--- src/rtl/uart_frame_parser_if.sv ---
// Byte-in / payload-out stream bundle for uart_frame_parser.
// slave: the parser side; master: the UART receiver plus payload sink side.
interface uart_frame_parser_if;
    logic [7:0] rx_data;
    logic       rx_flag;
    logic [7:0] pld_data;
    logic       pld_valid;
    logic       pld_ready;
    logic       pld_last;

    modport master (output rx_data, rx_flag, pld_ready,
                    input  pld_data, pld_valid, pld_last);
    modport slave  (input  rx_data, rx_flag, pld_ready,
                    output pld_data, pld_valid, pld_last);
endinterface

--- src/rtl/uart_frame_parser.sv ---
// Finds 55 AA LEN PAYLOAD CHK frames in a UART byte stream and releases checksum-verified payloads.
// Optional FRAME_STATS_EN macro builds saturating good-frame and error counters.
module uart_frame_parser #(
    parameter int unsigned CLK       = 100_000_000,
    parameter int unsigned BPS       = 9600,
    parameter int unsigned MAX_LEN   = 16,
    parameter int unsigned TMO_BYTES = 20
) (
    input  logic                 clk,
    input  logic                 rst_n,
    uart_frame_parser_if.slave   bus,
    output logic [7:0]           pld_len,
    output logic                 err_flag,
    output logic [2:0]           err_code,
    output logic [15:0]          ok_cnt,
    output logic [15:0]          err_cnt
);
    localparam int unsigned TMO_CYC = (CLK / BPS) * TMO_BYTES;
    localparam int unsigned TW      = $clog2(TMO_CYC + 1);
    localparam int unsigned AW      = (MAX_LEN > 1) ? $clog2(MAX_LEN) : 1;

    localparam logic [2:0] E_LEN = 3'd1;
    localparam logic [2:0] E_CHK = 3'd2;
    localparam logic [2:0] E_TMO = 3'd3;
    localparam logic [2:0] E_OVR = 3'd4;

    typedef enum logic [2:0] {S_IDLE, S_HDR1, S_LEN, S_PLD, S_CHK, S_DRAIN} state_t;

    state_t          state;
    logic [7:0]      len;
    logic [7:0]      sum;
    logic [7:0]      idx;
    logic [7:0]      rd;
    logic [TW-1:0]   tmo_cnt;
    logic [7:0]      buf_mem [MAX_LEN];
    logic            tmo_hit_c;

    assign tmo_hit_c = (tmo_cnt == TW'(TMO_CYC - 1)) && !bus.rx_flag;

    // Payload buffer has no reset; contents are only read after being written by the current frame.
    always_ff @(posedge clk) begin
        if (state == S_PLD && bus.rx_flag)
            buf_mem[AW'(idx)] <= bus.rx_data;
    end

    always_ff @(posedge clk or negedge rst_n) begin
        if (!rst_n) begin
            state         <= S_IDLE;
            len           <= '0;
            sum           <= '0;
            idx           <= '0;
            rd            <= '0;
            tmo_cnt       <= '0;
            bus.pld_data  <= '0;
            bus.pld_valid <= 1'b0;
            bus.pld_last  <= 1'b0;
            pld_len       <= '0;
            err_flag      <= 1'b0;
            err_code      <= '0;
        end else begin
            err_flag <= 1'b0;
            // Inter-byte timer only runs while a frame is being collected
            if (bus.rx_flag || state == S_IDLE || state == S_DRAIN)
                tmo_cnt <= '0;
            else
                tmo_cnt <= tmo_cnt + TW'(1);

            case (state)
                S_IDLE: begin
                    if (bus.rx_flag && bus.rx_data == 8'h55)
                        state <= S_HDR1;
                end
                S_HDR1, S_LEN, S_PLD, S_CHK: begin
                    if (bus.rx_flag) begin
                        case (state)
                            S_HDR1: begin
                                if (bus.rx_data == 8'hAA)      state <= S_LEN;
                                else if (bus.rx_data != 8'h55) state <= S_IDLE;
                            end
                            S_LEN: begin
                                if (bus.rx_data == 8'd0 || 32'(bus.rx_data) > MAX_LEN) begin
                                    err_flag <= 1'b1;
                                    err_code <= E_LEN;
                                    state    <= S_IDLE;
                                end else begin
                                    len   <= bus.rx_data;
                                    sum   <= bus.rx_data;
                                    idx   <= '0;
                                    state <= S_PLD;
                                end
                            end
                            S_PLD: begin
                                sum <= 8'(sum + bus.rx_data);
                                idx <= 8'(idx + 8'd1);
                                if (idx == 8'(len - 8'd1))
                                    state <= S_CHK;
                            end
                            default: begin
                                if (bus.rx_data == sum) begin
                                    bus.pld_valid <= 1'b1;
                                    bus.pld_data  <= buf_mem[0];
                                    bus.pld_last  <= (len == 8'd1);
                                    pld_len       <= len;
                                    rd            <= '0;
                                    state         <= S_DRAIN;
                                end else begin
                                    err_flag <= 1'b1;
                                    err_code <= E_CHK;
                                    state    <= S_IDLE;
                                end
                            end
                        endcase
                    end else if (tmo_hit_c) begin
                        err_flag <= 1'b1;
                        err_code <= E_TMO;
                        state    <= S_IDLE;
                    end
                end
                S_DRAIN: begin
                    if (bus.rx_flag) begin
                        err_flag <= 1'b1;
                        err_code <= E_OVR;
                    end
                    // Next byte is preloaded into the output register on each accepted transfer
                    if (bus.pld_valid && bus.pld_ready) begin
                        if (bus.pld_last) begin
                            bus.pld_valid <= 1'b0;
                            bus.pld_last  <= 1'b0;
                            state         <= S_IDLE;
                        end else begin
                            rd           <= 8'(rd + 8'd1);
                            bus.pld_data <= buf_mem[AW'(8'(rd + 8'd1))];
                            bus.pld_last <= (8'(rd + 8'd1) == 8'(len - 8'd1));
                        end
                    end
                end
                default: state <= S_IDLE;
            endcase
        end
    end

`ifdef FRAME_STATS_EN
    logic chk_pass_c;
    assign chk_pass_c = (state == S_CHK) && bus.rx_flag && (bus.rx_data == sum);

    // Saturating frame statistics
    always_ff @(posedge clk or negedge rst_n) begin
        if (!rst_n) begin
            ok_cnt  <= '0;
            err_cnt <= '0;
        end else begin
            if (chk_pass_c && ok_cnt != 16'hFFFF) ok_cnt  <= ok_cnt + 16'd1;
            if (err_flag && err_cnt != 16'hFFFF)  err_cnt <= err_cnt + 16'd1;
        end
    end
`else
    assign ok_cnt  = '0;
    assign err_cnt = '0;
`endif

endmodule

--- src/flat_wrapper.sv ---
// flat-port wrapper written by rule: the top's interface ports become plain ports
module uart_frame_parser_flat 
#(
    parameter int unsigned CLK       = 100_000_000,
    parameter int unsigned BPS       = 9600,
    parameter int unsigned MAX_LEN   = 16,
    parameter int unsigned TMO_BYTES = 20
)
  (clk, rst_n, pld_len, err_flag, err_code, ok_cnt, err_cnt, bus_rx_data, bus_rx_flag, bus_pld_ready, bus_pld_data, bus_pld_valid, bus_pld_last);
  uart_frame_parser_if bus_i ();
  input  logic clk;
  input  logic rst_n;
  output logic [7:0] pld_len;
  output logic err_flag;
  output logic [2:0] err_code;
  output logic [15:0] ok_cnt;
  output logic [15:0] err_cnt;
  input wire logic [$bits(bus_i.rx_data)-1:0] bus_rx_data;
  input wire logic [$bits(bus_i.rx_flag)-1:0] bus_rx_flag;
  input wire logic [$bits(bus_i.pld_ready)-1:0] bus_pld_ready;
  output wire logic [$bits(bus_i.pld_data)-1:0] bus_pld_data;
  output wire logic [$bits(bus_i.pld_valid)-1:0] bus_pld_valid;
  output wire logic [$bits(bus_i.pld_last)-1:0] bus_pld_last;
  assign bus_i.rx_data = bus_rx_data;
  assign bus_i.rx_flag = bus_rx_flag;
  assign bus_i.pld_ready = bus_pld_ready;
  assign bus_pld_data = bus_i.pld_data;
  assign bus_pld_valid = bus_i.pld_valid;
  assign bus_pld_last = bus_i.pld_last;
  uart_frame_parser #(.CLK(CLK), .BPS(BPS), .MAX_LEN(MAX_LEN), .TMO_BYTES(TMO_BYTES)) u_core (.clk(clk), .rst_n(rst_n), .bus(bus_i), .pld_len(pld_len), .err_flag(err_flag), .err_code(err_code), .ok_cnt(ok_cnt), .err_cnt(err_cnt));
endmodule
--- config.mk ---
export PLATFORM = sky130hd
export DESIGN_NAME = uart_frame_parser_flat
export DESIGN_NICKNAME = d
export VERILOG_FILES = /design/src/rtl/uart_frame_parser_if.sv /design/src/rtl/uart_frame_parser.sv /design/src/flat_wrapper.sv
export SDC_FILE = /design/constraint.sdc
export NUM_CORES = 1
export LEC_CHECK = 0
export BUFFER_PORTS_ARGS = -buffer_cell sky130_fd_sc_hd__buf_2
export CORE_ASPECT_RATIO = 0.75
export CORE_UTILIZATION = 55
export DETAILED_ROUTE_END_ITERATION = 8
export GPL_ROUTABILITY_DRIVEN = 0
export PLACE_DENSITY = 0.76
export SLEW_MARGIN = 20
export SYNTH_ARGS = -nofsm -noshare
export SYNTH_HDL_FRONTEND = slang
export SYNTH_SLANG_ARGS = --single-unit
--- constraint.sdc ---
create_clock -name clk -period 2.2 [get_ports clk]
set_input_delay 0.44 -clock clk [delete_from_list [all_inputs] [get_ports clk]]
set_output_delay 0.44 -clock clk [all_outputs]
set_load 0.02 [all_outputs]
==> results by group <==
Global routing
  – GRT Residual Overflow: 0
  – Tot GR Track Use: 0.2555
  – Vias in the first global route: 6293
  – Antenna violations before repair: 0
  – Largest net degree at the start of global routing: 39
  – First-pass GRT wire length: around 35 mm

Worst setup path
  – CP max-delay cell: mux4_2
  – CP Launch Type: flop
  – CP Capture Type: flop
  – R2r worst-path depth: 6
  – Worst EP arrival: around 2.7 ns
  – Most used cell, CP: mux4_2
  – CP required: about 2.6 ns
  – CP Launch Point: u_core.rd[0]
  – Crit Path Max Fanout: 8
  – CP Class: flop to flop
  – Slowest stage delay, CP: 0.51 ns
  – Critical path depth: 6
  – Worst path top cell family by delay: multiplexers
  – CP cell instances: ha_4, clkbuf_16, mux4_2, mux4_2, mux2i_1, o21ai_1
  – R2R Path Start: u_core.rd[0]
  – Buffer and inverter count on the worst path: 1

Timing
  – Period utilization: 1.040
  – Minimum clock period: 2.287 ns
  – Setup-failing EPs final: 7
  – RSZ-0062 raised after global routing: yes
  – Worst Tran Pin Value: 0.7369 ns
  – Setup ws final: -0.08738 ns
  – Final hold violation count: 0
  – Slew HR: 0.5087
  – Fmax achieved: 437.2 MHz
  – Worst Skew: around 0.0075 ns
  – Final Max Slew Viols: 0

Cells and area
  – Nets: 852
  – FF+latch area: roughly 5700 um^2
  – Post-layout util: 0.6742
  – ANT cells: 0
  – Area of the multi-input gates: between 3000 and 4000 um^2
  – Post-route insts no fill: approximately 1100
  – Layout cell share with drive strength beyond 1: 0.2852
  – Layout area overhead: 18.91%
  – # fillers: about 1100

Power and ir drop
  – LEAKAGE: 0.004468 uW
  – Sw frac: 0.2683
  – Power Total: between 9000 and 10000 uW
  – Combinational Power Share: 0.197
  – Power Internal: 7117 uW
  – Clk network pwr share: 0.360
  – Pwr Density: 849.6 nW/um^2
  – Worst VDD drop: 505.7 uV
  – Sequential share of power: 0.444
  – NetSw: ~2600 uW

Floorplan
  – Die width: around 150 um
  – I/O pin count: 66
  – Initial Util: 0.5670
  – Row count: ~40
  – Die Ht: between 100 and 150 um
  – Die Area: about 18000 um^2
  – Core area: 16980 um^2

Drt
  – Max layer used: met4
  – Routed Antenna Nets: 0
  – Final Routed Wirelength: between 20 and 25 mm
  – DR iter-0 viols: between 600 and 700
  – Met2 WL: about 11 mm
  – Via count: 6309
  – # DRC: 0
  – Detail Route met3 WL: roughly 1.8 mm
  – DR vias/cell: between 5 and 6
  – DR WL/cell: 21.11 um
  – Drt pass-1 iters: 5
  – Metal-1 WL: about 9.6 mm

Place
  – Inst Count DP: 1029
  – Hpwl dp: around 15 mm
  – Port bufs: 33
  – Place WS: -0.3663 ns

Logic synthesis
  – Post-synthesis simple-gate area fraction: 0.1086
  – Primary FF master, synth: edfxtp_1
  – Asr flop ratio synth: 0.3695
  – Largest family of logic cells by synthesized area: multiplexers
  – Syn_area_per_cell: 13.70 um^2
  – Post-synth EDFFs: between 100 and 150
  – Synth Area in Adders: 0.02157
  – Ys Warns: 0
  – Synth top area cells: edfxtp_1 40%, dfrtp_1 19%, mux4_2 8.0%
  – Distinct cells, synth: 68
  – Post-Syn Area: a little under 10000 um^2
  – Post-synthesis compound-gate area fraction: 0.05861
  – Count leader, synth: edfxtp_1
  – Post-synthesis cell count: between 700 and 800
  – Post-Synth XOR/XNOR Area: 0.05055
  – Post-synth top cells: 128 x edfxtp_1, 75 x dfrtp_1, 60 x nor2_1
  – Mux cell area share after synthesis: 0.1177
  – Sequential area share after synthesis: 0.5942
  – Synthesized flop and latch total: around 200
  – Synth top area share: 0.3992
  – Synth area leader: edfxtp_1

Clock tree
  – H-tree Lvls: 1
  – TritonCTS clock tree: done
  – Clock slew at reported path FFs: roughly 0.070 ns
  – TritonCTS Buffers: 20
  – Skew-Pair Late Insertion Delay: a little under 0.5 ns
  – Clock sinks: a little over 200
  – Max Buffers Root-to-Sink: 3
  – CTS Root Cell: clkbuf_16

Worst hold path
  – Worst Hold Class: primary input to flop
  – Hold Path Origin: bus_rx_data[1]
  – Hold path depth: 3

Run status
  – Failing checks: setup timing
  – Status: complete, but fails checks

Job
  – Max cap viols: 0
worst paths after layout:
kind | endpoint | slack [ns]
max | u_core.bus.pld_data[4] | -0.09
min | u_core.sum[1] | 0.32
max reg2reg | u_core.bus.pld_data[4] | -0.09
min reg2reg | u_core.tmo_cnt[0] | 0.49
max in group asynchronous | u_core.len[2] | 1.23
min in group asynchronous | u_core.bus.pld_data[1] | 0.40
area by class of cell:
class / count / share of cell area
clock buffer: 22 / 0.04623
clock inverter: 14 / 0.01246
inverter: 19 / 0.006448
multi-input combinational: 454 / 0.3224
sequential: 203 / 0.5000
tap: 236 / 0.02579
timing repair buffer: 126 / 0.08667
power by group through the flow:
stage,Sequential (uW),Clock (uW),Combinational (uW)
global route,4320,3700,2040
floorplan,4420,0,1120
detailed placement,4380,0,1690
finish,4320,3500,1910
CTS,4310,3530,1760
global placement,4370,0,1640
per-layer routing:
metal / vias up / global-route usage
met3: 30 / 0.05677
met5: - / 0
met2: 277 / 0.4275
met1: 3208 / 0.3498
met4: 0 / 0.05017
li1: 2794 / -
registers in the layout, summed over array words and instances, names as in the netlist:
name,cells
u_core.buf_mem,128
u_core.tmo_cnt,18
u_core.bus.pld_data,8
u_core.idx,8
u_core.len,8
u_core.pld_len,8
u_core.rd,8
u_core.sum,8
u_core.err_code,3
u_core.state,3
u_core.bus.pld_last,1
u_core.bus.pld_valid,1
u_core.err_flag,1
per-stage QoR:
| stage | setup TNS [ns] | hold WS (ns) | instance area (um^2) |
|---|---|---|---|
| floorplan | -2.424 | 0.1444 | 9793 |
| global placement | -7.554 | 0.3700 | 10550 |
| detailed placement | -9.393 | 0.3767 | 10550 |
| CTS | -0.04569 | 0.3050 | 11300 |
| global route | -0.8643 | 0.3293 | 11450 |
| finish | -0.2299 | 0.3223 | 11450 |
kinds of logic after synthesis:
kind of cell / Yosys count
buffers and inverters: 77
AND/OR/NAND/NOR: 211
adder cells (fa/ha/maj): 16
multiplexers: 60
other: 1
XOR/XNOR: 51
AO/OA/AOI/OAI: 84
flip-flops: 203
repair_timing:
item                                   CTS  global route
gates cloned                             0             2
endpoints found under the hold margin   21             0
hold buffers                             1             0
resized for setup                       22            26
buffers inserted                         4             2
setup endpoints to repair               27            35
pin swaps                                6             4
tightest hold or removal path, stage by stage:
cell and delay [ns]:
buf_2 0.11, a211oi_1 0.07, a21oi_1 0.13
cell usage in the layout, fill, tap and decap left out, drive strengths merged, types with 4 or more instances in the layout:
cell,count
a211oi,4
xnor2,33
and3,10
mux2,8
nor2b,7
clkinv,8
and2,8
ha,15
nor2,60
nand2b,4
buf,123
nor4,10
inv,19
mux2i,12
nand4,9
or3,4
nand2,55
a21o,4
o21ai,36
nor3,16
mux4,40
nand3,14
conb,32
dfrtp,75
clkbuf,24
xor2,16
edfxtp,128
a21oi,14
Power figures use the tool's default switching activity.
